==> config.mk <==
export PLATFORM = sky130hd
export DESIGN_NAME = spike_synapse
export DESIGN_NICKNAME = d
export VERILOG_FILES = /design/src/rtl/neuron_pkg.sv /design/src/rtl/spike_detect.sv /design/src/rtl/spike_synapse.sv
export SDC_FILE = /design/constraint.sdc
export NUM_CORES = 1
export LEC_CHECK = 0
export BUFFER_PORTS_ARGS = -buffer_cell sky130_fd_sc_hd__buf_2
export CAP_MARGIN = 20
export CORE_MARGIN = 2
export CORE_UTILIZATION = 57
export CTS_CLUSTER_DIAMETER = 200
export DETAILED_ROUTE_END_ITERATION = 12
export PLACE_DENSITY_LB_ADDON = 0.3
export SETUP_SLACK_MARGIN = 0.02
export SKIP_CTS_REPAIR_TIMING = 1
export SLEW_MARGIN = 10
export SYNTH_ARGS = -nofsm -noshare
export SYNTH_HDL_FRONTEND = slang
export SYNTH_HIERARCHICAL = 1
export SYNTH_SLANG_ARGS = --single-unit
==> constraint.sdc <==
create_clock -name clk -period 7.68 [get_ports clk]
set_input_delay 1.536 -clock clk [delete_from_list [all_inputs] [get_ports clk]]
set_output_delay 1.536 -clock clk [all_outputs]
set_load 0.005 [all_outputs]
==> src/rtl/neuron_pkg.sv <==
// Shared fixed-point format, saturation helper and detector state encoding
// for the neuron / synapse blocks.
package neuron_pkg;

    localparam int W    = 21;
    localparam int FRAC = 9;

    typedef logic signed [W-1:0] fx_t;
    typedef logic signed [W+1:0] fx_wide_t;

    localparam fx_t FX_MAX        = fx_t'({1'b0, {(W-1){1'b1}}});
    localparam fx_t FX_MIN        = fx_t'({1'b1, {(W-1){1'b0}}});
    localparam fx_t VPEAK_DEFAULT = fx_t'(30 << FRAC);

    typedef enum logic [1:0] {
        ARMED   = 2'd0,
        REFRACT = 2'd1,
        REARM   = 2'd2
    } det_state_t;

    // Clamp a W+2 bit intermediate back into the W-bit range.
    function automatic fx_t sat_fx(input fx_wide_t x);
        fx_t r;
        if (x[W+1:W-1] == 3'b000 || x[W+1:W-1] == 3'b111) begin
            r = fx_t'(x[W-1:0]);
        end else if (x[W+1]) begin
            r = FX_MIN;
        end else begin
            r = FX_MAX;
        end
        return r;
    endfunction

endpackage

==> src/rtl/spike_detect.sv <==
// Threshold-crossing spike detector: ARMED/REFRACT/REARM FSM, refractory
// counter, registered spike pulse and saturating spike counter.
module spike_detect
    import neuron_pkg::*;
#(
    parameter fx_t VPEAK  = VPEAK_DEFAULT,
    parameter int  REFRAC = 2
) (
    input  logic        clk,
    input  logic        set_n,
    input  logic        en,
    input  fx_t         v_pre,
    output logic        detect,
    output logic        spike_out,
    output logic [15:0] spike_cnt,
    output det_state_t  state
);

    localparam int CW = (REFRAC < 1) ? 1 : $clog2(REFRAC + 1);

    det_state_t    state_nxt;
    logic [CW-1:0] rcnt;
    logic [CW-1:0] rcnt_nxt;
    logic          above;

    assign above = (v_pre >= VPEAK);

    always_comb begin
        state_nxt = state;
        rcnt_nxt  = rcnt;
        detect    = 1'b0;
        if (en) begin
            case (state)
                ARMED: begin
                    if (above) begin
                        state_nxt = REFRACT;
                        rcnt_nxt  = CW'(REFRAC);
                        detect    = 1'b1;
                    end
                end
                REFRACT: begin
                    // A level still above threshold when the counter runs out is
                    // the same spike; wait in REARM for it to drop.
                    if (rcnt == '0) begin
                        state_nxt = above ? REARM : ARMED;
                    end else begin
                        rcnt_nxt = rcnt - CW'(1);
                    end
                end
                REARM: begin
                    if (!above) begin
                        state_nxt = ARMED;
                    end
                end
                default: state_nxt = ARMED;
            endcase
        end
    end

    always_ff @(posedge clk or negedge set_n) begin
        if (!set_n) begin
            state     <= ARMED;
            rcnt      <= '0;
            spike_out <= 1'b0;
            spike_cnt <= 16'd0;
        end else begin
            state     <= state_nxt;
            rcnt      <= rcnt_nxt;
            spike_out <= detect;
            if (detect && spike_cnt != 16'hFFFF) begin
                spike_cnt <= spike_cnt + 16'd1;
            end
        end
    end

endmodule

==> src/rtl/spike_synapse.sv <==
// Post-synaptic current generator: detected spikes are delayed, weighted and
// accumulated into an exponentially decaying current. Optional axonal delay
// line is built when SYN_DELAY_EN is defined; otherwise the delay is one step.
module spike_synapse
    import neuron_pkg::*;
#(
    parameter fx_t VPEAK     = VPEAK_DEFAULT,
    parameter int  TAU_SHIFT = 3,
    parameter int  REFRAC    = 2,
    parameter int  DELAY     = 4
) (
    input  logic        clk,
    input  logic        set_n,
    input  logic        en,
    input  fx_t         v_pre,
    input  fx_t         weight,
    input  fx_t         i_bias,
    output fx_t         i_syn,
    output logic        spike_out,
    output logic [15:0] spike_cnt,
    output det_state_t  det_state
);

    // en is a step strobe, not a handshake: every cycle with en=1 is one
    // update step, and with en=0 all state (including the delay line) holds.

`ifdef SYN_DELAY_EN
    localparam int D = DELAY;
`else
    // Without the delay line the registered detection flag lands one step later.
    localparam int D = 1 + 0 * DELAY;
`endif

    logic     detect;
    logic     applied;
    logic [D-1:0] dline;

    fx_t      i_acc;
    fx_t      dec;
    fx_t      i_acc_nxt;
    fx_wide_t sum_acc;
    fx_wide_t sum_out;

    spike_detect #(
        .VPEAK  (VPEAK),
        .REFRAC (REFRAC)
    ) u_detect (
        .clk       (clk),
        .set_n     (set_n),
        .en        (en),
        .v_pre     (v_pre),
        .detect    (detect),
        .spike_out (spike_out),
        .spike_cnt (spike_cnt),
        .state     (det_state)
    );

    // Oldest flag applies this step while the new detection shifts in, so a
    // simultaneous detect and apply never collide.
    assign applied = dline[D-1];

    always_ff @(posedge clk or negedge set_n) begin
        if (!set_n) begin
            dline <= '0;
        end else if (en) begin
            dline <= D'({dline, detect});
        end
    end

    always_comb begin
        dec = i_acc >>> TAU_SHIFT;
        // Small magnitudes would otherwise stall; force a unit step toward zero.
        if (dec == '0 && i_acc != '0) begin
            dec = i_acc[W-1] ? fx_t'(-1) : fx_t'(1);
        end
        sum_acc   = fx_wide_t'(i_acc) - fx_wide_t'(dec)
                  + (applied ? fx_wide_t'(weight) : fx_wide_t'(0));
        i_acc_nxt = sat_fx(sum_acc);
        sum_out   = fx_wide_t'(i_acc_nxt) + fx_wide_t'(i_bias);
    end

    always_ff @(posedge clk or negedge set_n) begin
        if (!set_n) begin
            i_acc <= '0;
            i_syn <= '0;
        end else if (en) begin
            i_acc <= i_acc_nxt;
            i_syn <= sat_fx(sum_out);
        end
    end

endmodule

* Word level (Yosys, flattened, before mapping) *
Index checks and enable logic that the tools add are counted.

word-level totals
  output and inout bits = 40
  bits in registers = 64
  bits of input ports = 66
  logic and storage cells = 53

operators by class
  muxes and demuxes = 18
  $add $sub $neg = 5
  equal/unequal tests = 9
  reduce and logical (&&, ||, !) cells = 13
  $lt $le $gt $ge = 1

operators by type and width
  kind                                                    number
  two-way mux 21 bit                                      6
  adder 22 x 23 -> 23 bit                                 1
  two-way mux 23 bit                                      1
  adder 21 x 21 -> 22 bit                                 1
  subtractor 21 x 21 -> 22 bit                            1
  >= comparator 21 x 15 -> 1 bit (second input constant)  1
  logical NOT 21 bit                                      1
  nonzero test 21 bit                                     1
  adder 16 x 1 -> 16 bit (second input constant)          1
  inequality test 16 bit (second input constant)          1
  two-way mux 2 bit                                       6
  AND reduction 4 bit                                     2
  equality test 3 bit (second input constant)             2
  logical NOT 3 bit                                       2
  case mux 2 bit (3 select lines)                         1
  logical NOT 2 bit                                       2
  inequality test 2 x 1 -> 1 bit (second input constant)  2
  inequality test 2 bit (second input constant)           2
  case mux 2 bit (2 select lines)                         1
  two-way mux 1 bit                                       3
  equality test 2 x 1 -> 1 bit (second input constant)    1
  equality test 2 bit (second input constant)             1
  logical AND 1 bit                                       2
  logical OR 1 bit                                        2
  2 further kinds                                         2

* Logic depth before layout (Yosys ltp) *
  word-level depth = 12
  mapped depth = 30
  depth with buffers taken out = 28

* By module *
Netlist, hierarchy kept.

modules (own cells, without submodules)
  module         area an instance (um^2)  instances  cells each  sequential area each (um^2)
  spike_synapse  4,682.0                  1          530         1,076.0
  spike_detect   1,116.1                  1          106         525.5

* Least setup slack after synthesis *
Ideal clock, no wire load.

  path type = input -> register
  start = input weight[1]
  end = register i_syn[10]
  path slack = 998 ps
  required time = 7,557 ps
  buffers on the path = 2
  library setup time = 123 ps
  cell stages on the path = 24
  arrival time = 6,558 ps
  cell sequence = and2_1 > fa_1 > fa_1 > a21o_1 > a221oi_2 > a2111o_1 > a21oi_1 > or3_4 > a32oi_4 > buf_6 > nor2b_1 > nor2_1 > ha_1 > inv_1 > fa_1 > nand2b_1 > a21oi_1 > o31ai_1 > o21ai_0 > a21oi_1 > xnor2_1 > o21ai_2 > buf_2 > o2bb2ai_1

on the way
  cells in the longest elaborated chain, start to end = 9

RTL lines
  item                                                             line                 text
  start, declared                                                  spike_synapse.sv:16  input fx_t weight,
  two-way mux 23 bit *                                             spike_synapse.sv:77  + (applied ? fx_wide_t'(weight) : fx_wide_t'(0));
  adder 22 x 23 -> 23 bit *                                        spike_synapse.sv:77
  equality test 3 bit / logical NOT 3 bit (equally long branches)  neuron_pkg.sv:24     if (x[W+1:W-1] == 3'b000 || x[W+1:W-1] == 3'b111) begin
  logical OR 1 bit                                                 neuron_pkg.sv:24
  two-way mux 21 bit *                                             neuron_pkg.sv:24
  net i_acc_nxt[0]                                                 spike_synapse.sv:40  fx_t i_acc_nxt;
  adder 21 x 21 -> 22 bit *                                        spike_synapse.sv:79  sum_out = fx_wide_t'(i_acc_nxt) + fx_wide_t'(i_bias);
  equality test 3 bit / logical NOT 3 bit (equally long branches)  neuron_pkg.sv:24
  logical OR 1 bit                                                 neuron_pkg.sv:24
  two-way mux 21 bit *                                             neuron_pkg.sv:24
  end signal, assigned                                             spike_synapse.sv:88  i_syn <= sat_fx(sum_out);
  end, declared                                                    spike_synapse.sv:18  output fx_t i_syn,

Mark *: on every way through the listed nets, which the timed path passes. The rest lies on a longest branch.
A chain may end at the register's enable or synchronous reset.

* Worst setup path after layout *
  start = register i_acc[15]
  end = register i_syn[10]

on the way
  cells in the longest elaborated chain, start to end = 12

RTL lines
  item                                                              line                 text
  start, declared                                                   spike_synapse.sv:38  fx_t i_acc;
  start signal, assigned                                            spike_synapse.sv:87  i_acc <= i_acc_nxt;
  logical NOT 21 bit / nonzero test 21 bit (equally long branches)  spike_synapse.sv:73  if (dec == '0 && i_acc != '0) begin
  logical AND 1 bit                                                 spike_synapse.sv:73
  two-way mux 21 bit                                                spike_synapse.sv:73
  subtractor 21 x 21 -> 22 bit *                                    spike_synapse.sv:76  sum_acc = fx_wide_t'(i_acc) - fx_wide_t'(dec)
  adder 22 x 23 -> 23 bit *                                         spike_synapse.sv:77
  equality test 3 bit / logical NOT 3 bit (equally long branches)   neuron_pkg.sv:24
  logical OR 1 bit                                                  neuron_pkg.sv:24
  two-way mux 21 bit *                                              neuron_pkg.sv:24
  net i_acc_nxt[7]                                                  spike_synapse.sv:40
  adder 21 x 21 -> 22 bit *                                         spike_synapse.sv:79
  equality test 3 bit / logical NOT 3 bit (equally long branches)   neuron_pkg.sv:24
  logical OR 1 bit                                                  neuron_pkg.sv:24
  two-way mux 21 bit *                                              neuron_pkg.sv:24

Marks and branches as above.

==> key figures <==
Clock network
  – TritonCTS clock tree: yes
  – Number of buffers on the longest clock path: 2
  – Clk Latency, worst-skew pair: 360 ps
  – Sinks on Clock Net: 64
  – Number of levels in the clock H-tree: 3
  – Clock transition at the registers of the reported paths: ~80 ps
  – Cell at the root of the clock tree: clkbuf_8
  – Number of buffers created by CTS: 9

Worst setup path
  – Required time reported for the critical path endpoint: 7960 ps
  – Crit path kind: reg -> reg
  – Worst R2R Start: i_acc[15]$_DFFE_PN0P_
  – Length in cells of the worst reg-to-reg path: 26
  – FF-to-FF setup slack: 520 ps
  – Launching element type of the critical path: register
  – Crit end category: register
  – Crit path max fanout: 22
  – R2r endpoint: i_syn[10]$_DFFE_PN0P_
  – Worst endpoint data arrival time: between 7000 and 8000 ps

Floorplan
  – Initial Utilization: roughly three fifths
  – Number of placement rows: 36
  – Die height: 105 µm
  – Area of the die: 0.0110 mm²
  – Count of pins on the block boundary: around 110
  – Chip Width: 105 µm
  – Floorplan Core Area: 0.00982 mm²

Finish
  – Fraction of the core area covered by cells at the end of the flow: between 60% and 70%
  – Proportion of layout cells with a drive suffix above 1: between 20% and 30%
  – Count of filler cells inserted in the layout: around 830
  – Post-route design area: 0.00664 mm²
  – Final Net Count: 863
  – Synthesis-to-layout area growth: 14.6%

Yosys
  – Largest cells by area after synthesis: dfrtp_1, ha_1, fa_1
  – Count of flip-flops with a built-in enable after synthesis: 0
  – Summed instance area of the synthesized netlist: between 0.005 and 0.006 mm²
  – Top FF cell, synth: dfrtp_1
  – Post-synthesis cell count: 636
  – Synth cell types: 63
  – Dominant combinational cell family by area after synthesis: compound AO/OA/AOI/OAI gates
  – Post-Synth Adder-Cell Area: 17.2%
  – Net count after synthesis: 769
  – Portion of netlist area occupied by mux cells: about 5%
  – Async set-reset flop share out of synthesis: 100%
  – Synthesized-area fraction occupied by ao, oa, aoi and oai cells: 21.6%
  – Cell accounting for the most synthesized area: dfrtp_1
  – Leading cell type by number of instances after synthesis: a21oi_1
  – Count of state elements after synthesis: 64
  – Yosys warnings: 6
  – Cell types with the highest counts after synthesis: a21oi_1, dfrtp_1, nor2_1, ha_1, nand2_1
  – Share of the synthesized netlist area taken by xor and xnor gates: 6.95%
  – Share of the synthesized area in the top cell type: 27.6%
  – Share of synthesized cell area in and, or, nand and nor gates: 17.5%
  – Mean instance size in the synthesized netlist: 9.12 µm²
  – Sequential fraction of the synthesis area: between 20 and 30%

Detailed routing
  – Number of DRC violations after detailed-routing iteration 0: 305
  – DRT Wirelength: 14.8 mm
  – DRT antenna net count: 0
  – Via total after detailed routing: 5236
  – Per-cell via count in the routed design: 6.03
  – DR DRC count: 0
  – Wire length per cell: 17.0 µm
  – Met3 wire length: 1.01 mm
  – Routed length on met1: 6.39 mm
  – Routed length on met2: 6.95 mm
  – Detailed Routing Iterations Pass 1: 5
  – Topmost layer with routed signal wires: met5

Job
  – Max-Cap Viols: 0

STA
  – Unrepaired setup endpoints after global routing: no
  – Worst relative slew slack: ~46%
  – Setup Total Neg Slack: 0 ps
  – Final critical-path required period: 7160 ps
  – Highest clock rate: roughly 0.14 GHz
  – Ratio of final minimum period to clock period: 93.2%
  – Final max-slew violation count: 0
  – Setup Skew: approximately 13 ps
  – Transition time of the tightest slew-check pin: 807 ps
  – Worst setup margin: 521 ps
  – Total of endpoints with negative setup slack in the final report: 0
  – Final Hold Fails: 0

Global routing
  – Largest net degree at the start of global routing: 65
  – Combined global-route utilization of all metal layers: 28.0%
  – Number of antenna violations at the first check in global routing: 2
  – Wire length of the first global-routing pass: 25.0 mm
  – Via count of the first global-routing pass: approximately 5400
  – Final global-route overflow total: 0

Placed design
  – DP Worst Slack: 445 ps
  – Port Buffer Count: 95
  – HPWL Detailed: 11.6 mm
  – Placed instance area: around 0.0064 mm²
  – GP Congestion: between 0.9 and 1

Worst hold path
  – Hold Path Cell Cnt: 1
  – HP Class: reg -> reg
  – Worst min-delay path endpoint: i_syn[3]$_DFFE_PN0P_
  – Start point of the worst min-delay path: i_syn[3]$_DFFE_PN0P_

Status
  – Outcome: complete, no violations
[cell families after synthesis]
| group | count (synthesis) |
|---|---|
| flip-flops | 64 |
| multiplexers | 23 |
| adder cells (fa/ha/maj) | 67 |
| AND/OR/NAND/NOR | 193 |
| buffers and inverters | 57 |
| AO/OA/AOI/OAI | 186 |
| XOR/XNOR | 46 |
[layer usage]
layer	vias to the layer above	global-route usage, %
met3	47	6.36
met1	2494	36.6
li1	2491	-
met5	-	0
met2	202	45.4
met4	2	10.6
[worst max-delay path: stages (launching register included)]
cell and delay, ps:
dfrtp_1 450, nor4_1 470, nand4_1 180, a311oi_1 580, or2_2 220, ha_1 130
inv_1 40, ha_1 220, fa_1 420, a21o_1 200, a221oi_2 290, a2111o_1 230
a21oi_1 110, or3_4 360, a32oi_4 390, buf_4 290, a21oi_2 90, ha_1 350
a21oi_1 130, o21ai_0 290, o2bb2ai_1 180, a31oi_1 100, o31ai_1 390, a31o_2 500
o21ai_2 90, buf_4 210, o2bb2ai_1 150
[final cells by class]
type | count | area, µm² | share of cell area (%)
Clock inverter | 5 | 62.6 | 0.942
Multi-Input combinational cell | 515 | 3970 | 59.7
Timing Repair Buffer | 107 | 566 | 8.51
Sequential cell | 64 | 1600 | 24.1
Inverter | 33 | 124 | 1.86
Antenna cell | 1 | 2.50 | 0.0377
Clock buffer | 11 | 151 | 2.28
Tap cell | 133 | 166 | 2.51
[sequential cells by signal (all words and copies together), names as in the netlist]
name and count:
i_acc 21, i_syn 21, u_detect/spike_cnt 16, u_detect/rcnt 2, u_detect/state 2, applied 1
u_detect/spike_out 1
[placed cells by master (no fill, tap or decap), drive strengths merged, types with 3 or more instances in the layout]
master,synthesis,final
ha,46,46
xor2,25,25
xnor2,21,21
a21oi,80,80
o21bai,5,5
nand3,14,14
nor3,11,11
buf,8,107
o2bb2ai,26,26
dfrtp,64,64
a31o,3,3
nand2,38,38
clkbuf,16,11
o31ai,3,3
o21ai,20,20
inv,32,34
and3,3,3
a31oi,3,3
and2,20,20
a21boi,3,3
nor4,17,17
nor2,47,47
o21a,6,6
o211ai,4,4
or2,5,5
nor3b,3,3
nor2b,4,4
nand4,12,12
a21o,15,15
mux2,21,21
nand2b,7,7
fa,21,21
or3,6,6
[worst max path at each step]
| stage | to | startpoint | slack [ps] |
|---|---|---|---|
| final | i_syn[10]$_DFFE_PN0P_ | i_acc[15]$_DFFE_PN0P_ | 520 |
| after global routing | i_syn[16]$_DFFE_PN0P_ | i_acc[15]$_DFFE_PN0P_ | 130 |
| after CTS | i_syn[11]$_DFFE_PN0P_ | i_acc[15]$_DFFE_PN0P_ | 560 |
| after global placement | i_syn[10]$_DFFE_PN0P_ | weight[1] | 600 |
| after floorplan | i_syn[10]$_DFFE_PN0P_ | weight[1] | 1000 |
| after detailed placement | i_syn[11]$_DFFE_PN0P_ | weight[1] | 440 |
[metrics by stage]
step,hold slack [ps],instances
floorplan,475,636
global placement,467,852
detailed placement,469,852
CTS,491,868
global route,502,868
finish,481,869
Power is left out: the tool's default activity adds up to more than one toggle a clock period on the data nets, which glitch-free logic cannot reach.
